$ cat config.mk
export PLATFORM = sky130hd
export DESIGN_NAME = load_store_unit
export DESIGN_NICKNAME = d
export VERILOG_FILES = /design/src/rtl/load_store_unit.sv
export SDC_FILE = /design/constraint.sdc
export NUM_CORES = 1
export LEC_CHECK = 0
export ABC_AREA = 1
export CORE_ASPECT_RATIO = 1.75
export CORE_MARGIN = 8
export CORE_UTILIZATION = 51
export CTS_CLUSTER_DIAMETER = 100
export DETAILED_ROUTE_END_ITERATION = 12
export GPL_TIMING_DRIVEN = 0
export PLACE_DENSITY = 0.92
export SLEW_MARGIN = 20
export SYNTH_ARGS = -nofsm -noshare
export SYNTH_HDL_FRONTEND = slang
export SYNTH_SLANG_ARGS = --single-unit
export TNS_END_PERCENT = 50
$ cat constraint.sdc
create_clock -name clk -period 3.95 [get_ports clk]
set_input_delay 1.185 -clock clk [delete_from_list [all_inputs] [get_ports clk]]
set_output_delay 1.185 -clock clk [all_outputs]
set_load 0.05 [all_outputs]
$ cat src/rtl/load_store_unit.sv
// load_store_unit
//   Sits in front of a word-indexed data memory. Accepts byte-addressed CPU
//   load/store requests over valid/ready, drives the memory's addr/din/we/re
//   ports and returns sign/zero-extended load data. Byte and half stores use
//   read-modify-write. Misaligned, out-of-range or illegal-width accesses are
//   answered with resp_err and never touch memory.
//
// Ports
//   clk, rst                  clock, synchronous active-high reset
//   req_valid/req_ready       request handshake (ready only in IDLE)
//   req_addr/we/funct3/wdata  byte address, store flag, RV32I width, store data
//   resp_valid/resp_ready     response handshake (held until accepted)
//   resp_rdata/resp_err       extended load data (0 for stores/errors), error
//   mem_addr/din/we/re        word index, write data and strobes to memory
//   mem_rdata                 combinational read data from memory
//
// state | meaning
// IDLE  | waiting for a request, req_ready=1
// READ  | mem_re=1; load data or RMW base word captured at end of cycle
// WRITE | mem_we=1; word (or merged word) commits on the edge leaving WRITE
// RESP  | resp_valid=1 until resp_ready
module load_store_unit #(
  parameter int DEPTH = 256
) (
  input  logic        clk,
  input  logic        rst,
  input  logic        req_valid,
  output logic        req_ready,
  input  logic [31:0] req_addr,
  input  logic        req_we,
  input  logic [2:0]  req_funct3,
  input  logic [31:0] req_wdata,
  output logic        resp_valid,
  input  logic        resp_ready,
  output logic [31:0] resp_rdata,
  output logic        resp_err,
  output logic [31:0] mem_addr,
  output logic [31:0] mem_din,
  output logic        mem_we,
  output logic        mem_re,
  input  logic [31:0] mem_rdata
);

  typedef enum logic [1:0] {IDLE, READ, WRITE, RESP} state_t;

  localparam logic [29:0] DEPTH_W = 30'(DEPTH);

  state_t      state;
  logic [1:0]  off_q;
  logic [2:0]  f3_q;
  logic [31:0] wdata_q;
  logic        store_q;

  logic        acc_err;
  logic [31:0] shifted;
  logic [31:0] load_data;
  logic [31:0] lane_mask;
  logic [31:0] merged;

  assign req_ready = (state == IDLE);
  assign mem_re    = (state == READ);
  // A WRITE cycle that coincides with reset must not commit.
  assign mem_we    = (state == WRITE) && !rst;

  always_comb begin
    acc_err = 1'b0;
    case (req_funct3)
      3'b000:  acc_err = 1'b0;
      3'b001:  acc_err = req_addr[0];
      3'b010:  acc_err = |req_addr[1:0];
      3'b100:  acc_err = req_we;
      3'b101:  acc_err = req_we | req_addr[0];
      default: acc_err = 1'b1;
    endcase
    if (req_addr[31:2] >= DEPTH_W) acc_err = 1'b1;
  end

  // Lane extraction: shifting by the byte offset puts the addressed lane at
  // bit 0 for both bytes and (aligned) halves.
  always_comb begin
    shifted = mem_rdata >> {off_q, 3'b000};
    case (f3_q)
      3'b000:  load_data = {{24{shifted[7]}}, shifted[7:0]};
      3'b001:  load_data = {{16{shifted[15]}}, shifted[15:0]};
      3'b100:  load_data = {24'd0, shifted[7:0]};
      3'b101:  load_data = {16'd0, shifted[15:0]};
      default: load_data = mem_rdata;
    endcase
  end

  always_comb begin
    lane_mask = (f3_q[0] ? 32'h0000_FFFF : 32'h0000_00FF) << {off_q, 3'b000};
    merged    = (mem_rdata & ~lane_mask) | ((wdata_q << {off_q, 3'b000}) & lane_mask);
  end

  always_ff @(posedge clk) begin
    if (rst) begin
      state      <= IDLE;
      resp_valid <= 1'b0;
      resp_rdata <= 32'd0;
      resp_err   <= 1'b0;
      mem_addr   <= 32'd0;
      mem_din    <= 32'd0;
      off_q      <= 2'd0;
      f3_q       <= 3'd0;
      wdata_q    <= 32'd0;
      store_q    <= 1'b0;
    end else begin
      case (state)
        IDLE: begin
          if (req_valid) begin
            off_q   <= req_addr[1:0];
            f3_q    <= req_funct3;
            wdata_q <= req_wdata;
            store_q <= req_we;
            if (acc_err) begin
              state      <= RESP;
              resp_valid <= 1'b1;
              resp_err   <= 1'b1;
              resp_rdata <= 32'd0;
            end else begin
              mem_addr <= {2'b00, req_addr[31:2]};
              if (req_we && req_funct3 == 3'b010) begin
                mem_din <= req_wdata;
                state   <= WRITE;
              end else begin
                state <= READ;
              end
            end
          end
        end
        READ: begin
          if (store_q) begin
            mem_din <= merged;
            state   <= WRITE;
          end else begin
            resp_rdata <= load_data;
            resp_err   <= 1'b0;
            resp_valid <= 1'b1;
            state      <= RESP;
          end
        end
        WRITE: begin
          resp_rdata <= 32'd0;
          resp_err   <= 1'b0;
          resp_valid <= 1'b1;
          state      <= RESP;
        end
        RESP: begin
          if (resp_ready) begin
            resp_valid <= 1'b0;
            state      <= IDLE;
          end
        end
        default: state <= IDLE;
      endcase
    end
  end

endmodule
### After elaboration in Yosys (flattened, before gate mapping)

Index checks and enable logic that the tools add are counted.

* $lt $le $gt $ge: 1
* equal/unequal tests: 17
* shift-type cells: 3
* multiplexer cells: 26
* bitwise operators: 6
* reduce and logical (&&, ||, !) cells: 15

Operators by type and width (number)
* $mux 32: 7
* $pmux 32 s4: 1
* $pmux 32 s3: 1
* $and 32x32->32: 2
* $pmux 32 s2: 1
* $not 32->32: 1
* $or 32x32->32: 1
* $shl 16x5->32: 1
* $shl 32x5->32: 1
* $shr 32x5->16: 1
* $ge 30x9->1 const B: 1
* $mux 16: 1
* $eq 3x3->1 const B: 4
* $mux 2: 4
* $ne 2x2->1 const B: 4
* $pmux 2 s4: 1
* $reduce_and 4->1: 2
* $mux 1: 7
* $eq 3x1->1 const B: 2
* $logic_not 3->1: 2
* $ne 2x1->1 const B: 3
* $pmux 1 s5: 1
* $reduce_and 5->1: 1
* $eq 2x2->1 const B: 2
* 14 further kinds: 16

* flip-flop bits (word level): 136
* bits of input ports: 104
* output and inout bits: 101
* word-level logic and storage cells: 78

### Depth between registers and ports, before layout

Gate-level depths: netlist of run 1.

* depth after elaboration: 7
* depth in mapped cells: 12

### Least setup slack after synthesis of run 1

Ideal clock, no wire load.

* path type: in2out
* start point: in rst
* end point: out mem_we
* arrival: 1839 ps
* data required time: 2765 ps
* path slack: 926 ps
* stages: 1
* buffers on the path: 0
* path through: nor2_1

* longest elaborated chain between the ends: 2

RTL lines
* from (decl): line 26 `input logic rst,`
* $logic_not 1->1: line 63 `assign mem_we = (state == WRITE) && !rst;`
* $logic_and 1x1->1: line 63
* to (decl): line 39 `output logic mem_we,`

Every way passes these cells.

### Worst setup path after layout of run 1

Same ends and word-level chain as after synthesis.

==> results of run 1 <==
[through the flow]
stage | utilization (%) | hold WS, ns | cells | worst slack (ns)
2_1_floorplan | - | 0.452 | 1055 | 0.926
3_3_place_gp | 69.2 | 0.455 | 1428 | 0.124
3_5_place_dp | 69.2 | 0.472 | 1428 | 0.138
4_1_cts | 73.8 | 0.481 | 1460 | 0.137
5_1_grt | 73.8 | 0.510 | 1460 | 0.110
6_report | 73.8 | 0.485 | 1460 | 0.140
[how the worst min path moves through the flow]
stage                             startpoint                  endpoint  slack (ns)
floorplan            wdata_q[6]$_SDFFE_PP0P_   wdata_q[6]$_SDFFE_PP0P_        0.45
global placement       resp_err$_SDFFE_PP0P_     resp_err$_SDFFE_PP0P_        0.45
finish                 resp_err$_SDFFE_PP0P_     resp_err$_SDFFE_PP0P_        0.49
detailed placement     resp_err$_SDFFE_PP0P_     resp_err$_SDFFE_PP0P_        0.47
global route        mem_din[27]$_SDFFE_PP0P_  mem_din[27]$_SDFFE_PP0P_        0.51
CTS                    resp_err$_SDFFE_PP0P_     resp_err$_SDFFE_PP0P_        0.48
[cells in the final DEF (no fill, tap or decap), drive strengths merged, types with 3 or more instances in the layout]
master | Yosys | routed
buf | 40 | 40
ha | 5 | 5
o21ai | 121 | 121
clkdlybuf4s50 | 0 | 202
dfxtp | 128 | 128
nand3 | 66 | 66
clkbuf | 30 | 47
inv | 70 | 80
a21oi | 77 | 77
nand4 | 5 | 5
nand2 | 269 | 269
and3 | 23 | 23
nor2 | 207 | 207
o211ai | 8 | 8
clkinvlp | 0 | 3
[sequential cells by signal, indices dropped and copies added (netlist names)]
name / count
resp_rdata: 32
store_q: 1
state: 2
mem_din: 32
resp_err: 1
resp_valid: 1
wdata_q: 24
f3_q: 3
off_q: 2
mem_addr: 30
[cell type report]
class                   instances  area (sq um)
flip-flops and latches        128          2560
clock inverters                15           166
multi-input cells             787          3510
clock buffers                  17           425
inverters                      70           263
well taps                     171           214
repair buffers                202          2020
fillers                      1043          3370
plain buffers                  70           337
[power by group]
group / internal [uW] / switching, uW / leakage, uW
Sequential: 1590 / 200 / 0.00104
Combinational: 1140 / 2560 / 0.00271
Clock: 900 / 691 / 0.000282
[cells by family after synthesis]
kind of cell    count (synthesis)  synth area share, %
other cells                     1               0.0562
simple gates                  573                 35.6
compound gates                207                 16.0
flops                         128                 38.4
fa+ha+maj                       5                0.938
buf+inv                       140                 8.98
[critical path: cells and delay by family]
family        cells  cell delay (ns)
buf+inv           2             1.31
simple gates      1             0.13
[metal layers]
| layer | global-route usage [%] | up-vias |
|---|---|---|
| met2 | 54.4 | 474 |
| met1 | 32.6 | 3585 |
| met4 | 20.2 | 0 |
| met3 | 6.35 | 108 |
| met5 | 0 | - |
| li1 | - | 3822 |
==> results summary, run 1 <==
The run finished with clean final reports. The worst setup path is launched from an input port. The wire length per cell after detailed routing is 18.1 um. Before antenna repair, the detailed router went through 8 iterations. The number of buffers added by the clock tree synthesis step is 17.

The slowest stage of the critical path is the sky130_fd_sc_hd__clkdlybuf4s50_1 cell. The clock root buffer is sky130_fd_sc_hd__clkbuf_16. The total of cells resized after clock tree synthesis came out at 0. Measured along the y axis, the die boundary spans 167 um. The initial core utilization came out at 51.8%. The post-route cell area came out at 9500 sq um. The number of endpoints failing setup at the final stage came out at 0. The post-synthesis to final-layout area growth came out at 42.4%. The worst register-to-register path begins at state[0]$_SDFFE_PP0P_. The post-detailed-route DRC marker count came out at 0. In this run the cell area measured after placement is 8910 sq um. The power per cell area is 746 nW/um^2. The number of H-tree levels is 4. The tightest min-delay check is of the reg2reg type. In this run the critical register-to-register path is captured at mem_din[0]$_SDFFE_PP0P_. The worst setup path is of the in2out kind. The average footprint of a synthesized cell is 6.33 sq um. The cell that appears most often on the critical path is sky130_fd_sc_hd__clkdlybuf4s50_1. In this run the worst setup path begins at rst. The number of register bits inferred by synthesis came out at 128. The routed design uses 13500 um of met2 wire. The TritonCTS clock tree is yes.

The total overflow left after global routing is 0. The floorplan has 55 rows. The top-area cell type share of the netlist area came out at 38.4%.

Max-cap violations in this run came to 0. The number of hold buffers added after CTS is 0. The count of nets left with antenna violations after detail routing came out at 0. The worst slew margin relative to its limit is 49.6%. The worst-path maximum fanout came out at 5. The transition time at the pin with the least slew margin came out at 0.748 ns.

In the post-synthesis netlist, the biggest area contributors are sky130_fd_sc_hd__dfxtp_1 38%, sky130_fd_sc_hd__nand2_1 15%, sky130_fd_sc_hd__nor2_1 11%. The via count came out at 7989. The part of the Yosys area used for sequential elements is 38.4%. The type of destination of the critical path is an output pin.

In the synthesized netlist the async set-or-reset flop fraction comes to 0%. The number of global-route vias before repair is 7969. The CTS clock-pin slew for the worst setup and hold paths is 0.06 ns. The worst path uses 96.5% of the clock period. Following the worst setup path forward leads to its endpoint at mem_we. The I/O pin count is 205. The detailed router used layers up to and including met4. The most used standard cell by instance count after synthesis is sky130_fd_sc_hd__nand2_1. The prevailing post-synth register cell is sky130_fd_sc_hd__dfxtp_1. The number of input and output port buffers inserted came out at 202. The total design power is 7090 uW. The critical path goes through clkdlybuf4s50_1 > nor2_1 > clkdlybuf4s50_1. The clock tree skew after final layout is 0.00983 ns. After detailed routing, the wire length on met1 is 9360 um.

The synthesized netlist contains 30 unique library cells. Using the TritonRoute via totals, the vias-per-cell ratio works out to 5.47. The maximum number of pins on one net before global-route repair came out at 17. The total global routing track utilization came out at 31.2%.

The chip width came out at 102 um. Cells with a size suffix above 1 make up 5.97% of the layout. The leakage power of the design is 0.00403 uW. The post-CTS repair timing setup buffer count came out at 0. The worst path required time is 2.76 ns.

The maximum cell stage delay along the critical path came out at 0.82 ns. The number of diodes is 0. For the worst setup path, the data arrival time is 2.63 ns. The floorplan step defined a die boundary enclosing 17100 sq um. IR analysis of the VDD net gives a maximum drop of 423 uV. The total length of routed wires is 26500 um. In this run, the number of DRC markers left after iteration 0 of detailed routing was 529. Setup repair after global routing left no endpoint under its margin. After routing, the total negative slack on setup checks comes to 0 ns. The number of sinks handled by clock tree synthesis came out at 128. The maximum operating frequency is 262 MHz. The number of antenna violations at the first check in global routing came out at 0. The final-stage net count is 1385. The cell depth of the worst flop-to-flop path came out at 7. The total count of max-transition violations in the final report came to 0. The maximum count of clock buffers along a single path is 2. The area of the placeable core came out at 12900 sq um. The first-pass GRT wire length came out at 41400 um. The detailed-routed wire length on met3 is 2050 um. The half-perimeter wire length after placement is 20500 um. For this run, the number of Yosys warnings is 0. The mapped netlist covers 6670 sq um.

The number of flops mapped to enable cells by yosys came out at 0. By count the netlist is led by 266 x sky130_fd_sc_hd__nand2_1, 203 x sky130_fd_sc_hd__nor2_1, 128 x sky130_fd_sc_hd__dfxtp_1, 119 x sky130_fd_sc_hd__o21ai_0, 77 x sky130_fd_sc_hd__a21oi_1. The routability-driven placement congestion ratio is 1.01. The worst hold path cell count came out at 2.

The gate count after technology mapping came out at 1054. The final count of hold timing violations is 0. The clock period minus final worst setup slack came out at 3.81 ns. The setup slack on the worst flop-to-flop path is 1.23 ns. Clock latency on the worst-skew pair, taken at its later pin, is 0.42 ns. The cell type with the largest total area after synthesis is sky130_fd_sc_hd__dfxtp_1.
(Power assumes the default switching activity.)
==> run 2: changes to the inputs <==
- HOLD_SLACK_MARGIN: unset -> 0.12
==> results of run 2 <==
Final layout, timing and power as in run 1 (identical DEF).
==> RTL edit 1 (settings of run 2) <==
The 4 states of `state_t` get a one-hot encoding in 4 bits.
--- a/src/rtl/load_store_unit.sv
+++ b/src/rtl/load_store_unit.sv
@@ -41,7 +41,7 @@
   input  logic [31:0] mem_rdata
 );
 
-  typedef enum logic [1:0] {IDLE, READ, WRITE, RESP} state_t;
+  typedef enum logic [3:0] {IDLE = 4'b0001, READ = 4'b0010, WRITE = 4'b0100, RESP = 4'b1000} state_t;
 
   localparam logic [29:0] DEPTH_W = 30'(DEPTH);
 
Behaviour: no difference found for any inputs over 4 cycles, from zero or initial values and one cycle with rst high; so few cycles prove little.
==> RTL edit 1 against run 2 <==
  * Sequential cell count is 2 higher
  * Area after synthesis is 0.56% lower
  * Global-route usage is 2.6 points higher
  * Setup slack worse by 0.069 ns
  * Critical path type unchanged
  * Die area is 0.49% lower
  * Design area is 0.12% lower
  * Routed wire length is 9.9% higher
Power is not compared: it rests on default switching activity, and its combinational part moved more than twofold at a synthesized area within 25%.
==> RTL edit 1: results (changes against run 2) <==
----------------------------------------------------
[Final layout]
  Fraction of final layout cells sized beyond drive strength 1 ... 0.0659 (was 0.0597)
  Number of fill cells in the layout ... 1074 (was 1043)
  Nets ... 1350 (was 1385)

[Critical path]
  Largest fanout of any net on the critical path ... 10 (was 5)
  Slack of the worst reg-to-reg path ... 1.87 ns (was 1.23 ns)
  Worst flop-to-flop path endpoint ... mem_din[30] (was mem_din[0])
  Reg2reg start ... state[2] (was state[0])
  Stage delay of the slowest cell on the critical path ... 0.70 ns (was 0.82 ns)
  Cell depth of the worst flop-to-flop path ... 10 (was 7)

[Timing]
  Worst setup skew after layout ... 0.0129 ns (was 0.00983 ns)
  Remaining max-slew budget at the tightest pin ... 0.499 (was 0.496)

[Yosys]
  Cells after Synth ... 1025 (was 1054)
  Share of the synthesized area in compound gates (AO/OA/AOI/OAI) ... 0.170 (was 0.160)
  Multiplexer fraction of the synthesized cell area ... 0 (unchanged)
  Leading cell types by count after synthesis ... nand2_1, dfxtp_1, a21oi_1, nand3_1, nor2_1 (was nand2_1, nor2_1, dfxtp_1, o21ai_0, a21oi_1)
  Leading cell types by total area after synthesis ... dfxtp_1, nand2_1, a21oi_1 (was dfxtp_1, nand2_1, nor2_1)
  Main combinational cell family by area after synthesis ... simple AND/OR/NAND/NOR gates (unchanged)

[Routing]
  First-pass detailed-route iteration total ... 6 (was 8)
  DR iter-0 viols ... 591 (was 529)
  Average vias per placed instance ... 5.58 (was 5.47)
  Avg WL per Cell ... 20.4 um (was 18.1 um)
  Total wire length ... 29.1 mm (was 26.5 mm)

[GRT]
  Vias in the first global route ... 8037 (was 7969)

[Min path]
  Startpoint of the tightest hold check path ... resp_rdata[19] (was resp_err)

[Placed design]
  RD Place Congestion ... 0.990 (was 1.01)
  Port bufs ... 201 (was 202)
  Number of instances in the placed design ... 1398 (was 1428)

[Outcome]
  Result of the run ... complete, no violations (unchanged)

----------------------------------------------------
==> RTL edit 1: power groups by stage <==
stage	Combinational [W]	Clock [W]	Sequential (W)
after global routing	0.00186	0.00176	0.00152
final	0.00174	0.00171	0.00151
after global placement	0.00168	0	0.00153
after CTS	0.00170	0.00170	0.00150
after detailed placement	0.00169	0	0.00153
after floorplan	0.000910	0	0.00173
==> RTL edit 1: tightest hold or removal path: cells and delay by family (launching register included) <==
family	cells	cell delay, ns
simple gates	1	0.06
flops	1	0.30
compound gates	1	0.05
==> RTL edit 1: timing repair <==
action,4_1_cts,5_1_grt
resized for setup,1,0
hold buffers,0,0
setup endpoints to repair,1,0
==> RTL edit 1: metal layers <==
layer | GRT usage | wire, um
met4 | 0.251 | 2230
met2 | 0.617 | 15500
met3 | 0.0651 | 1760
met5 | 0 | 0
met1 | 0.317 | 9630
==> RTL edit 1: worst min-delay path by stage <==
stage               slack (ns)             end  cells after the start
floorplan                 0.44     wdata_q[16]                      2
global placement          0.45  resp_rdata[20]                      2
detailed placement        0.45  resp_rdata[18]                      2
CTS                       0.46  resp_rdata[19]                      2
global route              0.48  resp_rdata[18]                      2
finish                    0.46  resp_rdata[19]                      2
==> RTL edit 1: logic make-up (layout without fill, tap and decap cells) <==
family / after synthesis / in the layout
buffers and inverters: 150 / 383
other: 1 / 2
DFF: 130 / 130
AOI/OAI and AO/OA: 206 / 206
and+or+nand+nor: 538 / 538
==> RTL edit 1: metrics by stage <==
step | util | setup slack (ns) | area, um^2
finish | 0.742 | 0.0710 | 9490
CTS | 0.742 | 0.0832 | 9490
floorplan | - | 0.539 | 6640
global placement | 0.692 | -0.0581 | 8860
detailed placement | 0.692 | -0.0572 | 8860
global route | 0.742 | 0.0548 | 9490
==> RTL edit 1: layout make-up <==
class | count | area, um^2 | share of cell area
timing repair buffer | 201 | 2010 | 0.212
multi-input combinational | 746 | 3380 | 0.357
tap | 171 | 214 | 0.0225
buffer | 74 | 367 | 0.0386
inverter | 76 | 285 | 0.0301
clock inverter | 13 | 174 | 0.0183
sequential | 130 | 2600 | 0.274
clock buffer | 19 | 453 | 0.0477
==> RTL edit 2 (flow settings as in run 2) <==
Made on the original files. Set the parameter `DEPTH` to 128 (it was 256).
--- a/src/rtl/load_store_unit.sv
+++ b/src/rtl/load_store_unit.sv
@@ -20,7 +20,7 @@
 // WRITE | mem_we=1; word (or merged word) commits on the edge leaving WRITE
 // RESP  | resp_valid=1 until resp_ready
 module load_store_unit #(
-  parameter int DEPTH = 256
+  parameter int DEPTH = 128
 ) (
   input  logic        clk,
   input  logic        rst,
Formal check against the unedited RTL: not equivalent (a bounded check fails within 4 cycles, from zero or initial values and one cycle with rst high).
==> RTL edit 2 against run 2 <==
  * Area after synthesis increased by 1.7%
  * Total power grew 10%
  * Synthesized cell count is 0.76% higher
  * Design area rose by 1.8%
  * Routed wire length increased by 5.1%
  * Sequential cell count did not move
  * Die area up 1.5%
  * Setup slack worse by 0.086 ns
  * Utilization down 0.38 points
  * Critical endpoint unchanged
==> RTL edit 2: results (changes against run 2) <==
----------------------------------------------------
[Outcome]
  Result of the run ... complete, no violations (unchanged)

[GRT]
  First-pass GRT wire length ... 42.3 mm (was 41.4 mm)
  Vias in the first global route ... 7904 (was 7969)
  Number of antenna violations at the first check in global routing ... 1 (was 0)
  Overall global routing resource usage ... 0.322 (was 0.312)

[Critical path]
  Reg2reg start ... state[1] (was state[0])
  Worst flop-to-flop path endpoint ... mem_din[20] (was mem_din[0])
  Arrival time of data at the critical path endpoint ... 2.71 ns (was 2.63 ns)

[Yosys]
  Leading cell types by count after synthesis ... nand2_1, nor2_1, dfxtp_1, o21ai_0, inv_1 (was nand2_1, nor2_1, dfxtp_1, o21ai_0, a21oi_1)
  Cell variety after synth ... 34 (was 30)
  Adder-cell share of the synthesized area ... 0.00922 (was 0.00938)
  Average instance area after synthesis ... 6.39 um^2 (was 6.33 um^2)
  Share of the synthesized area in compound gates (AO/OA/AOI/OAI) ... 0.143 (was 0.160)

[Placed design]
  Instance area after placement ... 0.00903 mm^2 (was 0.00891 mm^2)
  DPL Wire Length ... 21.2 mm (was 20.5 mm)

[Timing]
  Worst setup skew after layout ... 0.0109 ns (was 0.00983 ns)
  Remaining max-slew budget at the tightest pin ... 0.538 (was 0.496)
  Worst hold slack across all endpoints ... 0.471 ns (was 0.485 ns)

[Final layout]
  Area growth from synthesis to final layout ... 42.6% (was 42.4%)
  Fraction of final layout cells sized beyond drive strength 1 ... 0.0709 (was 0.0597)
  Nets ... 1393 (was 1385)
  Layout Cells excl Fill ... 1472 (was 1460)
  Number of fill cells in the layout ... 1073 (was 1043)

[Power]
  Total internal power ... 0.00406 W (was 0.00364 W)
  Leak Pwr ... 4.14 nW (was 4.03 nW)

[Routing]
  Via total after detailed routing ... 8153 (was 7989)
  Total wire length ... 27.9 mm (was 26.5 mm)
  First-pass detailed-route iteration total ... 7 (was 8)

[Min path]
  Hold endpoint ... resp_valid (was resp_err)

----------------------------------------------------
[RTL edit 2: how the worst max path moves through the flow]
stage	start	end	slack [ns]	cells after the start
floorplan	rst	mem_we	0.93	1
global placement	rst	mem_we	0.05	3
detailed placement	rst	mem_we	0.05	3
CTS	rst	mem_we	0.05	3
global route	rst	mem_we	0.02	3
finish	rst	mem_we	0.05	3
[RTL edit 2: cell families after synthesis]
kind of cell / after synthesis
and+or+nand+nor: 592
AOI/OAI and AO/OA: 185
buffers and inverters: 151
DFF: 128
adders and majority gates: 5
other: 1
[RTL edit 2: area by class of cell]
cell class / count / area share
clock buffer: 20 / 0.0451
inverter: 79 / 0.0309
antenna: 1 / 0.000259
sequential: 128 / 0.265
tap: 174 / 0.0225
buffer: 72 / 0.0390
multi-input combinational: 784 / 0.367
timing repair buffer: 202 / 0.209
clock inverter: 12 / 0.0216
[RTL edit 2: layer usage]
layer,GRT usage,vias to the layer above,share of wire
met1,0.334,3677,0.34
met4,0.213,0,0.066
li1,-,3832,-
met2,0.555,513,0.51
met3,0.0749,131,0.086
met5,0,-,0
[RTL edit 2: per-stage QoR]
stage | setup WS [ns] | total power, W
final | 0.0544 | 0.00782
after global routing | 0.0158 | 0.00823
after CTS | 0.0456 | 0.00773
after detailed placement | 0.0519 | 0.00596
after global placement | 0.0524 | 0.00589
after floorplan | 0.926 | 0.00462
[RTL edit 2: critical path: stages]
cell and delay, ns:
clkdlybuf4s50_1 0.54, nor2_1 0.16, clkdlybuf4s50_1 0.82
[RTL edit 2: power by group through the flow]
stage	Sequential, W	Clock, W	Combinational (W)
after floorplan	0.00264	0	0.00198
after global placement	0.00185	0	0.00403
after detailed placement	0.00187	0	0.00410
after CTS	0.00184	0.00175	0.00414
after global routing	0.00188	0.00181	0.00454
final	0.00185	0.00175	0.00423
